$ cat config.mk
export PLATFORM = sky130hd
export DESIGN_NAME = alarm_siren_ctrl
export DESIGN_NICKNAME = d
export VERILOG_FILES = /design/src/rtl/alarm_siren_ctrl.sv
export SDC_FILE = /design/constraint.sdc
export NUM_CORES = 1
export LEC_CHECK = 0
export CORE_ASPECT_RATIO = 1.75
export CORE_MARGIN = 2
export CORE_UTILIZATION = 50
export DETAILED_ROUTE_END_ITERATION = 7
export PLACE_DENSITY_LB_ADDON = 0.2
export SLEW_MARGIN = 0
export SYNTH_ARGS = -nofsm -noshare
export SYNTH_HDL_FRONTEND = slang
export SYNTH_SLANG_ARGS = --single-unit
$ cat constraint.sdc
create_clock -name Clock -period 4 [get_ports Clock]
set_input_delay 1.2 -clock Clock [delete_from_list [all_inputs] [get_ports Clock]]
set_output_delay 1.2 -clock Clock [all_outputs]
set_load 0.05 [all_outputs]
$ cat src/rtl/alarm_siren_ctrl.sv
// Timed alarm back end: entry delay, siren burst, blinking strobe hold and sticky trip memory.
// Optional two-flop input synchronizers are enabled by defining ALARM_INPUT_SYNC_EN.
module alarm_siren_ctrl #(
   parameter int ENTRY_DELAY = 16,
   parameter int SIREN_TIME  = 64,
   parameter int BLINK_HALF  = 4
) (
   input  logic Clock,
   input  logic Reset,
   input  logic Alarm,
   input  logic Enable,
   input  logic Panic,
   input  logic Ack,
   output logic Siren,
   output logic Strobe,
   output logic Pending,
   output logic Tripped
);

   localparam int MAX_TIME = (ENTRY_DELAY > SIREN_TIME) ? ENTRY_DELAY : SIREN_TIME;
   localparam int CW = $clog2(MAX_TIME) + 1;
   localparam int BW = $clog2(BLINK_HALF) + 1;
   localparam logic [CW-1:0] ENTRY_LOAD = CW'(ENTRY_DELAY - 1);
   localparam logic [CW-1:0] SIREN_LOAD = CW'(SIREN_TIME - 1);
   localparam logic [BW-1:0] BLINK_LOAD = BW'(BLINK_HALF - 1);

   typedef enum logic [1:0] {
      IDLE,
      ENTRY,
      SOUND,
      HOLD
   } state_t;

   logic alarmIn, enableIn, panicIn, ackIn;

`ifdef ALARM_INPUT_SYNC_EN
   logic [3:0] syncStage1_q, syncStage2_q;

   always_ff @(posedge Clock) begin
      if (Reset) begin
         syncStage1_q <= '0;
         syncStage2_q <= '0;
      end else begin
         syncStage1_q <= {Alarm, Enable, Panic, Ack};
         syncStage2_q <= syncStage1_q;
      end
   end

   assign {alarmIn, enableIn, panicIn, ackIn} = syncStage2_q;
`else
   assign {alarmIn, enableIn, panicIn, ackIn} = {Alarm, Enable, Panic, Ack};
`endif

   state_t state_q, state_d;
   logic [CW-1:0] cnt_q, cnt_d;
   logic [BW-1:0] blinkCnt_q, blinkCnt_d;
   logic strobe_q, strobe_d;
   logic tripped_q, tripped_d;
   logic siren_q, pending_q;

   always_comb begin
      state_d    = state_q;
      cnt_d      = cnt_q;
      blinkCnt_d = blinkCnt_q;
      strobe_d   = strobe_q;
      tripped_d  = tripped_q;

      case (state_q)
         IDLE: begin
            if (panicIn) begin
               state_d = SOUND;
            end else if (alarmIn && enableIn) begin
               state_d = ENTRY;
               cnt_d   = ENTRY_LOAD;
            end
         end
         ENTRY: begin
            if (panicIn) begin
               state_d = SOUND;
            end else if (!enableIn) begin
               state_d = IDLE;
            end else if (cnt_q == '0) begin
               state_d = SOUND;
            end else begin
               cnt_d = cnt_q - CW'(1);
            end
         end
         SOUND: begin
            if (ackIn && !panicIn) begin
               state_d = IDLE;
            end else if (!enableIn && !panicIn) begin
               state_d = IDLE;
            end else if (panicIn) begin
               cnt_d = SIREN_LOAD;
            end else if (cnt_q == '0) begin
               state_d = HOLD;
            end else begin
               cnt_d = cnt_q - CW'(1);
            end
         end
         HOLD: begin
            // Panic outranks Ack; a plain alarm re-trigger does not.
            if (panicIn) begin
               state_d = SOUND;
            end else if (ackIn) begin
               state_d = IDLE;
            end else if (alarmIn && enableIn) begin
               state_d = SOUND;
            end
         end
         default: begin
            state_d = IDLE;
         end
      endcase

      if (state_d == SOUND && state_q != SOUND) begin
         cnt_d = SIREN_LOAD;
      end
      if (state_d == IDLE) begin
         cnt_d = '0;
      end

      // Strobe phase restarts high on every fresh entry into SOUND and keeps running through HOLD.
      if (state_d == SOUND && state_q != SOUND) begin
         strobe_d   = 1'b1;
         blinkCnt_d = BLINK_LOAD;
      end else if (state_d == SOUND || state_d == HOLD) begin
         if (blinkCnt_q == '0) begin
            strobe_d   = ~strobe_q;
            blinkCnt_d = BLINK_LOAD;
         end else begin
            blinkCnt_d = blinkCnt_q - BW'(1);
         end
      end else begin
         strobe_d   = 1'b0;
         blinkCnt_d = '0;
      end

      if (state_d == SOUND) begin
         tripped_d = 1'b1;
      end else if (ackIn) begin
         tripped_d = 1'b0;
      end
   end

   always_ff @(posedge Clock) begin
      if (Reset) begin
         state_q    <= IDLE;
         cnt_q      <= '0;
         blinkCnt_q <= '0;
         strobe_q   <= 1'b0;
         tripped_q  <= 1'b0;
         siren_q    <= 1'b0;
         pending_q  <= 1'b0;
      end else begin
         state_q    <= state_d;
         cnt_q      <= cnt_d;
         blinkCnt_q <= blinkCnt_d;
         strobe_q   <= strobe_d;
         tripped_q  <= tripped_d;
         siren_q    <= (state_d == SOUND);
         pending_q  <= (state_d == ENTRY);
      end
   end

   assign Siren   = siren_q;
   assign Strobe  = strobe_q;
   assign Pending = pending_q;
   assign Tripped = tripped_q;

endmodule

==> results of run 1 <==
-- worst paths after layout --
path                   start        to  slack, ps  cells after the start
hold reg to reg      Tripped   Tripped        460                      1
hold / removal       Tripped   Tripped        460                      1
setup reg to reg  state_q[0]  cnt_q[1]       1400                      8
setup / recovery       Panic  cnt_q[1]        670                      7
-- layout make-up --
type                            instances  area (sq um)  share of cell area (%)
Tap cell                               26          32.5                    2.26
Clock buffer                            4          55.1                    3.82
Inverter                                8          30.0                    2.09
Sequential cell                        16           320                    22.2
Timing Repair Buffer                    9          90.1                    6.26
Multi-Input combinational cell        130           912                    63.3
-- layout by cell type (no fill, tap or decap), types with 3 or more instances in the layout --
master           count
a211oi_1             3
a21oi_1              9
a31oi_1              4
clkbuf_8             4
clkdlybuf4s50_1      9
dfxtp_1             16
ha_1                 9
inv_1                8
nand2_1             14
nand2b_1             6
nand3_1              4
nor2_1              15
nor2b_1              4
nor3_1               7
o21ai_0              9
-- cells by family (layout without fill, tap and decap cells) --
group / count (synthesis) / count (layout) / share of synthesized area, %
multiplexers: 2 / 2 / 1.65
AND/OR/NAND/NOR: 66 / 66 / 27.2
AO/OA/AOI/OAI: 50 / 50 / 31.2
XOR/XNOR: 3 / 3 / 2.04
buffers and inverters: 14 / 21 / 4.37
flip-flops: 16 / 16 / 24.9
adder cells (fa/ha/maj): 9 / 9 / 8.74
-- state kept, by name (all words and copies together) (netlist names) --
name / flops
state_q: 2
Tripped: 1
Strobe: 1
cnt_q: 7
Siren: 1
blinkCnt_q: 3
Pending: 1
-- metrics by stage --
step / std cells / area [sq um] / worst slack, ps
final: 193 / 1440 / 667
after global routing: 193 / 1440 / 479
after CTS: 193 / 1440 / 684
after detailed placement: 189 / 1390 / 444
after global placement: 189 / 1390 / 493
after floorplan: 160 / 1290 / 1370
-- per-layer routing --
layer | part of all wire (%) | GRT usage (%) | up-vias
met5 | 0 | 0 | -
met1 | 40 | 25.0 | 578
met2 | 52 | 41.0 | 48
met3 | 3.2 | 3.32 | 16
met4 | 4.7 | 12.8 | 0
li1 | - | - | 607
==> flow_summary.json, run 1 <==
{
  "slowest_stage": "clkdlybuf4s50_1",
  "place_congestion": 0.992,
  "drt-wirelength-per-cell_um": 16.6,
  "post-route-util_pct": 58.5,
  "grt_pass1_wl_um": 5370,
  "yosys.cell_types.count": 52,
  "grt_antenna_before_repair": 0,
  "yosys.area.top_type": "dfxtp_1",
  "fin_skew_ps": 5.42,
  "worstSetupPathType": "in2reg",
  "startpoint_type": "primary input",
  "die_w_um": 42.4,
  "cts_hold_buf": 0,
  "rows": 24,
  "initial_core_util_pct": 52.3,
  "wirelength_um": 3210,
  "grt.overflow.total": 0,
  "cts_buffers": 3,
  "cp_top_family": "compound AO/OA/AOI/OAI gates",
  "drt_first_pass_iters": 4,
  "drtIter0Drc": 94,
  "post_cts_resized": 0,
  "synthArstFlopShare_pct": 0,
  "cap_violations": 0,
  "rsz0062_at_grt": "no",
  "root_buffer": "clkbuf_8",
  "hp-class": "reg2reg",
  "die_area_sq_mm": 0.00302,
  "insertion_delay_ps": 250,
  "grt_pass1_vias": 1222,
  "clk_pin_slew_ps": 70,
  "drive_gt1_share_pct": 10.2,
  "avgSynthCellArea_sq_um": 8.05,
  "crit_chain": "clkdlybuf4s50_1, nor2b_1, o221a_2, o22a_1, a2bb2oi_1, nand3_2, a221oi_2",
  "cts.sinks": 16,
  "vias": 1249,
  "syn_nets": 175,
  "synth_cells": 160,
  "fin_nets": 183,
  "synth_edf_count": 0,
  "tritoncts": "done",
  "dieHeight_um": 71.2,
  "synth_warnings": 0,
  "dpl.hpwl_um": 2530,
  "cp_max_fo": 15,
  "cp.buffers_inverters": 1,
  "ant_nets": 0,
  "period_minus_slack_ps": 3330,
  "arrival_ps": 3500,
  "numPortBuffers": 9,
  "grt_max_degree": 16,
  "n_antenna_cell": 0,
  "post_cts_buffers": 0,
  "ys_ff_latch": 16,
  "ios": 10,
  "syn_area_sq_mm": 0.00129,
  "crit_required_ps": 4170,
  "htreeDepth": 1,
  "fin_tns_setup_ps": 0,
  "finalHoldViolCount": 0,
  "slowest_delay_ps": 640,
  "status": "completed",
  "endpoint_kind": "register",
  "synth_commonest_cells": "dfxtp_1 (16), nor2_1 (15), nand2_1 (14)",
  "grtUsageTotal_pct": 23.0,
  "via_per_inst": 6.47,
  "cts_buffer_depth": 2,
  "min_period_over_period_pct": 83.3,
  "nFillCells": 222,
  "post-synth-top-area-fraction_pct": 24.9,
  "yosysSeqAreaShare_pct": 24.9,
  "max_slew.worst_pin.slew_ps": 497,
  "yosys_most_used_dff": "dfxtp_1",
  "fmax_mhz": 300,
  "syn_to_final_growth_pct": 11.7,
  "hold_slack_ps": 457,
  "finalSetupViolCount": 0,
  "yosys-top-cells-area": "dfxtp_1 (25%), ha_1 (8.7%), nor2_1 (4.4%)",
  "relSlewSlack_pct": 66.7,
  "drc": 0,
  "post-synth-top-count-cell": "dfxtp_1",
  "fp.coreArea_sq_mm": 0.00246,
  "report.final.slew_viol_count": 0
}
Power of run 1 is left out: the tool's default activity adds up to more than one toggle a clock period on the data nets, which glitch-free logic cannot reach.
==> run 2: changes to the inputs <==
==> constraint.sdc (replaced) <==
create_clock -name Clock -period 3.12 [get_ports Clock]
set_input_delay 0.936 -clock Clock [delete_from_list [all_inputs] [get_ports Clock]]
set_output_delay 0.936 -clock Clock [all_outputs]
set_load 0.05 [all_outputs]
==> run 2 against run 1 <==
Effect of this change: cell area rose by 6.3%; utilization rose by 3.7 points; non-clock buffer count rose by 12; critical path depth rose by 1; sequential share of layout area fell by 1.3 points; clock skew fell by 2.2 ps; global-route usage rose by 0.90 points; via count rose by 2.6%; count of clock-buffer cells in the layout did not move; cell count rose by 6.2%; die area did not move; highest routed layer unchanged.
==> flow_summary.json, run 2 (synthesized netlist as in run 1, its figures left out) <==
{
  "status": "completed",
  "drc": 0,
  "initial_core_util_pct": 52.3,
  "finalSetupViolCount": 0,
  "cts_hold_buf": 0,
  "startpoint_type": "primary input",
  "max_slew.worst_pin.slew_ps": 525,
  "cap_violations": 0,
  "period_minus_slack_ps": 2890,
  "arrival_ps": 3020,
  "htreeDepth": 1,
  "post_cts_buffers": 0,
  "die_w_um": 42.4,
  "grtUsageTotal_pct": 23.9,
  "tritoncts": "done",
  "numPortBuffers": 9,
  "power.density_mw_per_mm2": 1310,
  "endpoint_kind": "register",
  "clk_pin_slew_ps": 60,
  "relSlewSlack_pct": 64.7,
  "finalHoldViolCount": 0,
  "cp_max_fo": 9,
  "grt_antenna_before_repair": 0,
  "fin_nets": 195,
  "ir_drop_mv": 0.723,
  "vias": 1282,
  "crit_required_ps": 3250,
  "ios": 10,
  "rsz0062_at_grt": "no",
  "nFillCells": 239,
  "drtIter0Drc": 39,
  "fin_tns_setup_ps": 0,
  "p_leak_nw": 0.622,
  "syn_to_final_growth_pct": 18.7,
  "finalPower_mw": 2.01,
  "drive_gt1_share_pct": 16.2,
  "insertion_delay_ps": 250,
  "hp-class": "reg2reg",
  "via_per_inst": 6.25,
  "die_area_sq_mm": 0.00302,
  "cts_buffers": 3,
  "grt_pass1_wl_um": 5640,
  "min_period_over_period_pct": 92.5,
  "post_cts_resized": 0,
  "top_register": "cnt_q",
  "fmax_mhz": 346,
  "top_regs": "cnt_q: 7 flops, blinkCnt_q: 3 flops, state_q: 2 flops",
  "worstSetupPathType": "in2reg",
  "fp.coreArea_sq_mm": 0.00246,
  "rows": 24,
  "layout_common_cells": "dfxtp_1 (16), nor2_1 (15), nand2_1 (14)",
  "fin_skew_ps": 3.22,
  "largest_reg_flops": 7,
  "grt_max_degree": 13,
  "grt.overflow.total": 0,
  "final_common_cell": "dfxtp_1",
  "drt_first_pass_iters": 4,
  "root_buffer": "clkbuf_8",
  "report.final.slew_viol_count": 0,
  "grt_pass1_vias": 1262,
  "ant_nets": 0,
  "wirelength_um": 3320,
  "dpl.hpwl_um": 2610,
  "cts_buffer_depth": 2,
  "dieHeight_um": 71.2,
  "n_antenna_cell": 0,
  "cts.sinks": 16,
  "place_congestion": 0.927,
  "drt-wirelength-per-cell_um": 16.2
}
-- run 2: final timing paths --
| check | cells past startpoint | start | to | slack [ps] |
|---|---|---|---|---|
| worst max register to register | 6 | cnt_q[2] | cnt_q[5] | 620 |
| worst min-delay path | 1 | Tripped | Tripped | 460 |
| worst min register to register | 1 | Tripped | Tripped | 460 |
| worst max-delay path | 8 | Enable | cnt_q[3] | 230 |
-- run 2: layout make-up --
class / count / area (sq um) / share of cell area, %
multi-input cells: 130 / 912 / 59.6
repair buffers: 21 / 180 / 11.8
inverters: 8 / 30.0 / 1.96
flip-flops and latches: 16 / 320 / 20.9
clock buffers: 4 / 55.1 / 3.60
well taps: 26 / 32.5 / 2.13
-- run 2: layer usage --
layer | global-route usage, % | part of all wire [%]
met1 | 24.3 | 38
met2 | 42.6 | 51
met3 | 3.06 | 2.8
met4 | 17.7 | 7.3
met5 | 0 | 0
-- run 2: where the power goes --
part / leakage, nW / total [mW] / switching (mW) / internal [mW]
registers: 0.131 / 0.325 / 0.0507 / 0.274
logic: 0.462 / 1.50 / 0.886 / 0.615
clock network: 0.0288 / 0.182 / 0.0699 / 0.112
total: 0.622 / 2.01 / 1.01 / 1.00
-- run 2: critical path, cell delays in order --
cell             delay, ps
clkdlybuf4s50_1        560
nand2_1                150
a311o_1                410
a32oi_4                290
a221oi_4               100
buf_4                  180
o32ai_1                310
nor3_1                  70
-- run 2: metrics by stage --
stage / utilization, % / hold slack [ps] / cells / instance area (sq um) / worst slack [ps]
floorplan: - / 497 / 160 / 1290 / 750
finish: 62.1 / 455 / 205 / 1530 / 233
CTS: 62.1 / 453 / 205 / 1530 / 238
detailed placement: 59.9 / 438 / 201 / 1480 / 29.7
global placement: 59.9 / 435 / 201 / 1480 / 0.599
global route: 62.1 / 490 / 205 / 1530 / 34.0
(Power assumes the default switching activity.)
